===== src/rtl/mem_request_scheduler_pkg.sv =====
// Shared types and helpers for the core memory request scheduler: port indices,
// the request payload struct, the scheduler state type and round-robin pick.
package mem_request_scheduler_pkg;

  localparam int NUM_MEM_PORTS = 4;
  localparam int ADDR_W        = 30;
  localparam int RLEN_W        = 5;

  typedef logic [1:0] mem_port_id_t;

  localparam mem_port_id_t DCACHE = 2'd0;
  localparam mem_port_id_t ICACHE = 2'd1;
  localparam mem_port_id_t DMMU   = 2'd2;
  localparam mem_port_id_t IMMU   = 2'd3;

  typedef struct packed {
    logic [ADDR_W-1:0] addr;
    logic [RLEN_W-1:0] rlen;
    logic              rnw;
    logic              rmw;
  } mem_req_t;

  typedef enum logic {
    S_IDLE = 1'b0,
    S_HOLD = 1'b1
  } sched_state_e;

  // First eligible port strictly after 'last', wrapping; 'last' itself is checked last.
  function automatic mem_port_id_t rr_pick(input logic [NUM_MEM_PORTS-1:0] eligible,
                                           input mem_port_id_t             last);
    mem_port_id_t pick;
    mem_port_id_t cand;
    logic         found;
    pick  = last;
    found = 1'b0;
    for (int i = 1; i <= NUM_MEM_PORTS; i++) begin
      cand = last + mem_port_id_t'(i);
      if (!found && eligible[cand]) begin
        pick  = cand;
        found = 1'b1;
      end
    end
    return pick;
  endfunction

endpackage


===== src/rtl/mem_request_scheduler_burst_len_fifo.sv =====
// Per-port FIFO of outstanding read burst lengths; the head is the burst whose
// beats are currently returning. Push and pop may occur in the same cycle.
module burst_len_fifo #(
  parameter int DEPTH  = 4,
  parameter int DATA_W = 5
) (
  input  logic                        clk,
  input  logic                        rst,
  input  logic                        i_push,
  input  logic [DATA_W-1:0]           i_data,
  input  logic                        i_pop,
  output logic [DATA_W-1:0]           o_head,
  output logic                        o_empty,
  output logic                        o_full,
  output logic [$clog2(DEPTH+1)-1:0]  o_count
);

  localparam int PTR_W = (DEPTH > 1) ? $clog2(DEPTH) : 1;
  localparam int CNT_W = $clog2(DEPTH + 1);

  logic [DATA_W-1:0] r_mem [DEPTH];
  logic [PTR_W-1:0]  r_rd_ptr;
  logic [PTR_W-1:0]  r_wr_ptr;
  logic [CNT_W-1:0]  r_count;
  logic              w_push;
  logic              w_pop;

  function automatic logic [PTR_W-1:0] ptr_inc(input logic [PTR_W-1:0] ptr);
    return (ptr == PTR_W'(DEPTH - 1)) ? '0 : ptr + 1'b1;
  endfunction

  assign o_empty = (r_count == '0);
  assign o_full  = (r_count == CNT_W'(DEPTH));
  assign o_count = r_count;
  assign o_head  = r_mem[r_rd_ptr];
  assign w_pop   = i_pop & ~o_empty;
  assign w_push  = i_push & (~o_full | w_pop);

  // NOTE: storage has no reset; the pointers and count alone define which entries are valid.
  always_ff @(posedge clk) begin
    if (w_push) r_mem[r_wr_ptr] <= i_data;
  end

  // NOTE: state uses non-blocking assignments so every flop samples pre-edge values.
  always_ff @(posedge clk or negedge rst) begin
    if (!rst) begin
      r_rd_ptr <= '0;
      r_wr_ptr <= '0;
      r_count  <= '0;
    end else begin
      if (w_push) r_wr_ptr <= ptr_inc(r_wr_ptr);
      if (w_pop)  r_rd_ptr <= ptr_inc(r_rd_ptr);
      case ({w_push, w_pop})
        2'b10:   r_count <= r_count + CNT_W'(1);
        2'b01:   r_count <= r_count - CNT_W'(1);
        default: r_count <= r_count;
      endcase
    end
  end

endmodule


===== src/rtl/mem_request_scheduler.sv =====
// Round-robin scheduler sharing one memory master port between D$, I$, DMMU and
// IMMU, with per-port read-burst credits and ack/rvalid demultiplexing.
module mem_request_scheduler
  import mem_request_scheduler_pkg::*;
#(
  parameter logic [NUM_MEM_PORTS-1:0] PORT_EN         = 4'b1111,
  parameter int                       MAX_OUTSTANDING = 4
) (
  input  logic                                  clk,
  input  logic                                  rst,
  input  logic [NUM_MEM_PORTS-1:0]              req_request,
  input  logic [NUM_MEM_PORTS-1:0][ADDR_W-1:0]  req_addr,
  input  logic [NUM_MEM_PORTS-1:0][RLEN_W-1:0]  req_rlen,
  input  logic [NUM_MEM_PORTS-1:0]              req_rnw,
  input  logic [NUM_MEM_PORTS-1:0]              req_rmw,
  output logic [NUM_MEM_PORTS-1:0]              req_ack,
  output logic [NUM_MEM_PORTS-1:0]              req_rvalid,
  output logic                                  mem_request,
  output logic [ADDR_W-1:0]                     mem_addr,
  output logic [RLEN_W-1:0]                     mem_rlen,
  output logic                                  mem_rnw,
  output logic                                  mem_rmw,
  output mem_port_id_t                          mem_id,
  input  logic                                  mem_ack,
  input  logic                                  mem_rvalid,
  input  mem_port_id_t                          mem_rid,
  output logic                                  quiescent,
  output logic                                  err_unexpected_rvalid
);

  localparam int CNT_W = $clog2(MAX_OUTSTANDING + 1);

  sched_state_e                               r_state;
  sched_state_e                               w_next_state;
  mem_req_t                                   r_req;
  mem_port_id_t                               r_id;
  mem_port_id_t                               r_last;
  logic [NUM_MEM_PORTS-1:0][RLEN_W-1:0]       r_beat;
  logic                                       r_err;

  logic                                       w_grant;
  logic                                       w_done;
  mem_port_id_t                               w_pick;
  logic [NUM_MEM_PORTS-1:0]                   w_eligible;
  logic [NUM_MEM_PORTS-1:0]                   w_push;
  logic [NUM_MEM_PORTS-1:0]                   w_pop;
  logic [NUM_MEM_PORTS-1:0]                   w_empty;
  logic [NUM_MEM_PORTS-1:0]                   w_full;
  logic [NUM_MEM_PORTS-1:0][RLEN_W-1:0]       w_head;
  logic [NUM_MEM_PORTS-1:0][CNT_W-1:0]        w_count;

  // Writes carry no read beats, so they bypass the credit check.
  always_comb begin
    for (int p = 0; p < NUM_MEM_PORTS; p++) begin
      w_eligible[p] = req_request[p] & PORT_EN[p] & (~w_full[p] | (~req_rnw[p] & ~req_rmw[p]));
      w_push[p]     = w_done & (r_req.rnw | r_req.rmw) & (r_id == mem_port_id_t'(p));
      req_rvalid[p] = mem_rvalid & (mem_rid == mem_port_id_t'(p)) & PORT_EN[p];
      w_pop[p]      = req_rvalid[p] & ~w_empty[p] & (r_beat[p] == w_head[p]);
    end
  end

  assign w_pick = rr_pick(w_eligible, r_last);

  // NOTE: every output of this block gets a default first so no latch is inferred.
  always_comb begin
    w_next_state = r_state;
    w_grant      = 1'b0;
    w_done       = 1'b0;
    case (r_state)
      S_IDLE: if (|w_eligible) begin
        w_next_state = S_HOLD;
        w_grant      = 1'b1;
      end
      S_HOLD: if (mem_ack) begin
        w_next_state = S_IDLE;
        w_done       = 1'b1;
      end
      default: w_next_state = S_IDLE;
    endcase
  end

  always_ff @(posedge clk or negedge rst) begin
    if (!rst) begin
      r_state <= S_IDLE;
      r_req   <= '0;
      r_id    <= '0;
      r_last  <= IMMU;
      r_beat  <= '0;
      r_err   <= 1'b0;
    end else begin
      r_state <= w_next_state;
      if (w_grant) begin
        r_req <= '{addr: req_addr[w_pick], rlen: req_rlen[w_pick],
                   rnw:  req_rnw[w_pick],  rmw:  req_rmw[w_pick]};
        r_id  <= w_pick;
      end
      if (w_done) r_last <= r_id;
      if (mem_rvalid && w_empty[mem_rid]) r_err <= 1'b1;
      for (int p = 0; p < NUM_MEM_PORTS; p++) begin
        if (req_rvalid[p] && !w_empty[p]) begin
          r_beat[p] <= w_pop[p] ? '0 : r_beat[p] + 1'b1;
        end
      end
    end
  end

  for (genvar p = 0; p < NUM_MEM_PORTS; p++) begin : g_port
    burst_len_fifo #(
      .DEPTH  (MAX_OUTSTANDING),
      .DATA_W (RLEN_W)
    ) u_fifo (
      .clk     (clk),
      .rst     (rst),
      .i_push  (w_push[p]),
      .i_data  (r_req.rlen),
      .i_pop   (w_pop[p]),
      .o_head  (w_head[p]),
      .o_empty (w_empty[p]),
      .o_full  (w_full[p]),
      .o_count (w_count[p])
    );
  end

  assign mem_request           = (r_state == S_HOLD);
  assign mem_addr              = r_req.addr;
  assign mem_rlen              = r_req.rlen;
  assign mem_rnw               = r_req.rnw;
  assign mem_rmw               = r_req.rmw;
  assign mem_id                = r_id;
  assign req_ack               = w_done ? (NUM_MEM_PORTS'(1) << r_id) : '0;
  assign quiescent             = (r_state == S_IDLE) & (w_count == '0);
  assign err_unexpected_rvalid = r_err;

endmodule

===== config.mk =====
export PLATFORM = sky130hd
export DESIGN_NAME = mem_request_scheduler
export DESIGN_NICKNAME = d
export VERILOG_FILES = /design/src/rtl/mem_request_scheduler_pkg.sv /design/src/rtl/mem_request_scheduler_burst_len_fifo.sv /design/src/rtl/mem_request_scheduler.sv
export SDC_FILE = /design/constraint.sdc
export NUM_CORES = 1
export LEC_CHECK = 0
export BUFFER_PORTS_ARGS = -buffer_cell sky130_fd_sc_hd__clkbuf_2
export CAP_MARGIN = 40
export CORE_ASPECT_RATIO = 1.25
export CORE_MARGIN = 4
export CORE_UTILIZATION = 40
export DETAILED_ROUTE_END_ITERATION = 8
export PLACE_DENSITY = 0.74
export SKIP_CTS_REPAIR_TIMING = 1
export SLEW_MARGIN = 40
export SYNTH_ARGS = -nofsm -noshare
export SYNTH_HDL_FRONTEND = slang
export SYNTH_SLANG_ARGS = --single-unit

===== constraint.sdc =====
create_clock -name clk -period 4 [get_ports clk]
set_input_delay 0.2 -clock clk [delete_from_list [all_inputs] [get_ports clk]]
set_output_delay 0.2 -clock clk [all_outputs]
set_load 0.005 [all_outputs]

==> results.md <==
- Status: completed
- Hold WC Path Type: in2reg
- Initial antenna violation count: 0
- CTS Sinks: 171
- Boundary Pins: 208
- Type of element launching the critical path: flop
- Routed WL: a little over 20 mm
- Core footprint: 20900 um^2
- Final Instance Area: 10500 um^2
- Wire length per cell: 18.2 um
- Worst EP arrival: 3.62 ns
- Worst Setup Slack post-DPL: between 0.8 and 0.9 ns
- Most common cell after layout, fill and taps aside: clkbuf_2
- Row cnt: 59
- Area grow syn2layout: 23.1%
- Fin nets: 1045
- CP max stage delay: 0.56 ns
- Setup repair after global routing missed its margin: false
- Die Wd: 139 um
- Slew Viols, Final: 0
- Root buffer cell: clkbuf_16
- Distinct cells, synth: 45
- CTS tree: done
- TritonRoute pass-1 iters: 4
- Max frequency: 302 MHz
- Mapped Cells: 645
- Final core utilization: between 50% and 60%
- Via count: 5846
- Pwr/cell area: 663 nW/um^2
- Via density: 5.12
- Synthesis Warnings: 0
- Post-synth EDFFs: 80
- Setup_tns: 0 ns
- CP delay by family, top: simple AND/OR/NAND/NOR gates
- Cell Area, Synth: 8550 um^2
- Clock Path Buffers: 2
- Share of cells above drive strength 1: 32.9%
- Max cap viols: 0
- Number of port buffers: 207
- Most frequently used flop master after synthesis: dfrtp_1
- GPL Wtd Cong: 0.809
- Crit Path Max Fanout: 8
- Post-route DRC: 0
- FF+latch count, synth: 171
- Half-perimeter wire length after placement: 15.9 mm
- Antenna cells: 0
- Final Critical Period: 3.31 ns
- First-pass GRT wire length: 32.4 mm
- Slew headroom: 50.4%
- Clock transition at path regs: 0.07 ns
- Initial DRC count: 353
- Initial core utilization: 40.9%
- CP Cell Sequence: mux4_2 > xnor2_1 > nand4_1 > nor2_1 > o21a_1 > inv_1 > ha_1 > inv_1 > fa_1 > xor2_1 > nor2_1 > xor2_1
- Height of the die: 171 um
- Worst-Margin Slew: 0.744 ns
- CP max-delay cell: mux4_2
- Mean post-synth cell area: ~13 um^2
- Die area: about 24000 um^2
- Endpoints failing setup: 0
- Tcrit/Tclk final: 82.9%
- Top cells by area, synth: edfxtp_1 (28%), dfrtp_1 (26%), mux2i_1 (8.9%)
- Max IR drop VDD: 0.434 mV
- Mapped Nets: between 800 and 900
- Critical path type: reg2reg
- Most frequent cells in the layout: clkbuf_2 (206), dfrtp_1 (89), edfxtp_1 (80), mux2i_1 (76), nand2_1 (66)
- Endpoint type of the worst setup path: flop
- CP Data Required Time: between 4 and 5 ns
- Clock skew: 0.0103 ns
- Final worst setup slack: 0.686 ns
- CTS buffer count: 17
- Worst Path Buf+Inv: 2
- Total GRT Usage: 17.7%
- Final hold viol count: 0
- Largest net degree at the start of global routing: 61
- CTS H-tree depth: 4
- Seq/Total Area, Yosys: 54.8%
- Tot Pwr: 6970 uW
- Share of the synthesized area in the top cell type: 28.1%
- Leakage: 0.00473 uW
- Async S/R FF share, synth: 53.2%
- Clk_lat worst skew: between 0.4 and 0.5 ns
- Dominant cell type by area after synthesis: edfxtp_1
- GRT overflow: 0
- Antenna viol nets, final: 0
- Vias in the first global route: 5980
- Placed instance area: 9860 um^2
[logic make-up after synthesis]
family / share of synthesized area, %
xor gates and xnor gates: 4.51
AOI/OAI and AO/OA: 6.30
and+or+nand+nor: 9.21
muxes: 17.0
buffers and inverters: 3.18
adders and majority gates: 5.04
DFF: 54.8
[layer usage]
layer | GRT usage (%) | up-vias | routed length, um
met2 | 30.6 | 224 | 10400
met1 | 21.3 | 2794 | 8350
li1 | - | 2802 | -
met5 | 0 | - | 0
met4 | 6.17 | 0 | 466
met3 | 5.20 | 26 | 1550
[where the power goes]
group	switching [uW]	internal, uW	total, uW	leakage (uW)
registers	590	2390	2980	0.00186
clock network	681	1110	1790	0.000307
logic	1080	1120	2200	0.00256
[state kept, by name, indices dropped and copies added, names as in the netlist]
signal                  flops
mem_addr                   30
g_port.u_fifo.o_count      12
r_last                      2
g_port.u_fifo.r_wr_ptr      8
g_port.u_fifo.r_mem        80
err_unexpected_rvalid       1
mem_rnw                     1
mem_id                      2
mem_rmw                     1
g_port.u_fifo.r_rd_ptr      8
mem_rlen                    5
r_beat                     20
mem_request                 1
[cells in the mapped netlist, drive strengths merged (2+ instances only)]
| cell type | instances |
|---|---|
| dfrtp | 89 |
| edfxtp | 80 |
| mux2i | 76 |
| nand2 | 66 |
| nor2 | 40 |
| o221ai | 38 |
| inv | 30 |
| ha | 28 |
| xor2 | 23 |
| mux4 | 21 |
| xnor2 | 21 |
| buf | 20 |
| mux2 | 17 |
| nand4 | 14 |
| nor3 | 14 |
| and2 | 12 |
| o21ai | 12 |
| a21o | 5 |
| clkbuf | 5 |
| fa | 4 |
| nand2b | 4 |
| or3b | 4 |
| o21a | 3 |
| o221a | 3 |
| dfstp | 2 |
| nand3 | 2 |
| nor2b | 2 |
| or3 | 2 |
[worst paths after layout]
path                                              start                     endpoint  slack (ns)  depth (start not counted)
max                        g_port[1].u_fifo.r_rd_ptr[0]  g_port[1].u_fifo.o_count[2]        0.69                         12
min                                       req_addr[119]                 mem_addr[29]        0.08                          3
max reg2reg                g_port[1].u_fifo.r_rd_ptr[0]  g_port[1].u_fifo.o_count[2]        0.69                         12
min reg2reg                       err_unexpected_rvalid        err_unexpected_rvalid        0.48                          1
max in group asynchronous                           rst                  mem_addr[7]        2.81                          3
min in group asynchronous                           rst                    r_beat[5]        0.31                          2
[through the flow]
stage          hold slack [ns]  instances
6_report                0.0792       1142
5_1_grt                 0.0848       1142
4_1_cts                 -0.111       1141
3_5_place_dp             0.339       1109
3_3_place_gp             0.343       1109
2_1_floorplan          -0.0956        645
[layout make-up]
type / instances / area (um^2)
repair buffers: 216 / 1120
multi-input cells: 419 / 3610
clock buffers: 17 / 425
fillers: 1761 / 10400
flip-flops and latches: 171 / 4680
inverters: 30 / 113
well taps: 274 / 343
clock inverters: 15 / 221
[worst reg2reg max path: cells and delay by family, from the launching register on]
family	cells	cell delay, ns
AO/OA/AOI/OAI	1	0.33
XOR/XNOR	3	0.53
flip-flops	1	0.55
buffers and inverters	2	0.18
adder cells (fa/ha/maj)	2	0.39
AND/OR/NAND/NOR	3	0.65
multiplexers	1	0.56
No activity file was read; power rests on OpenSTA's default activity.
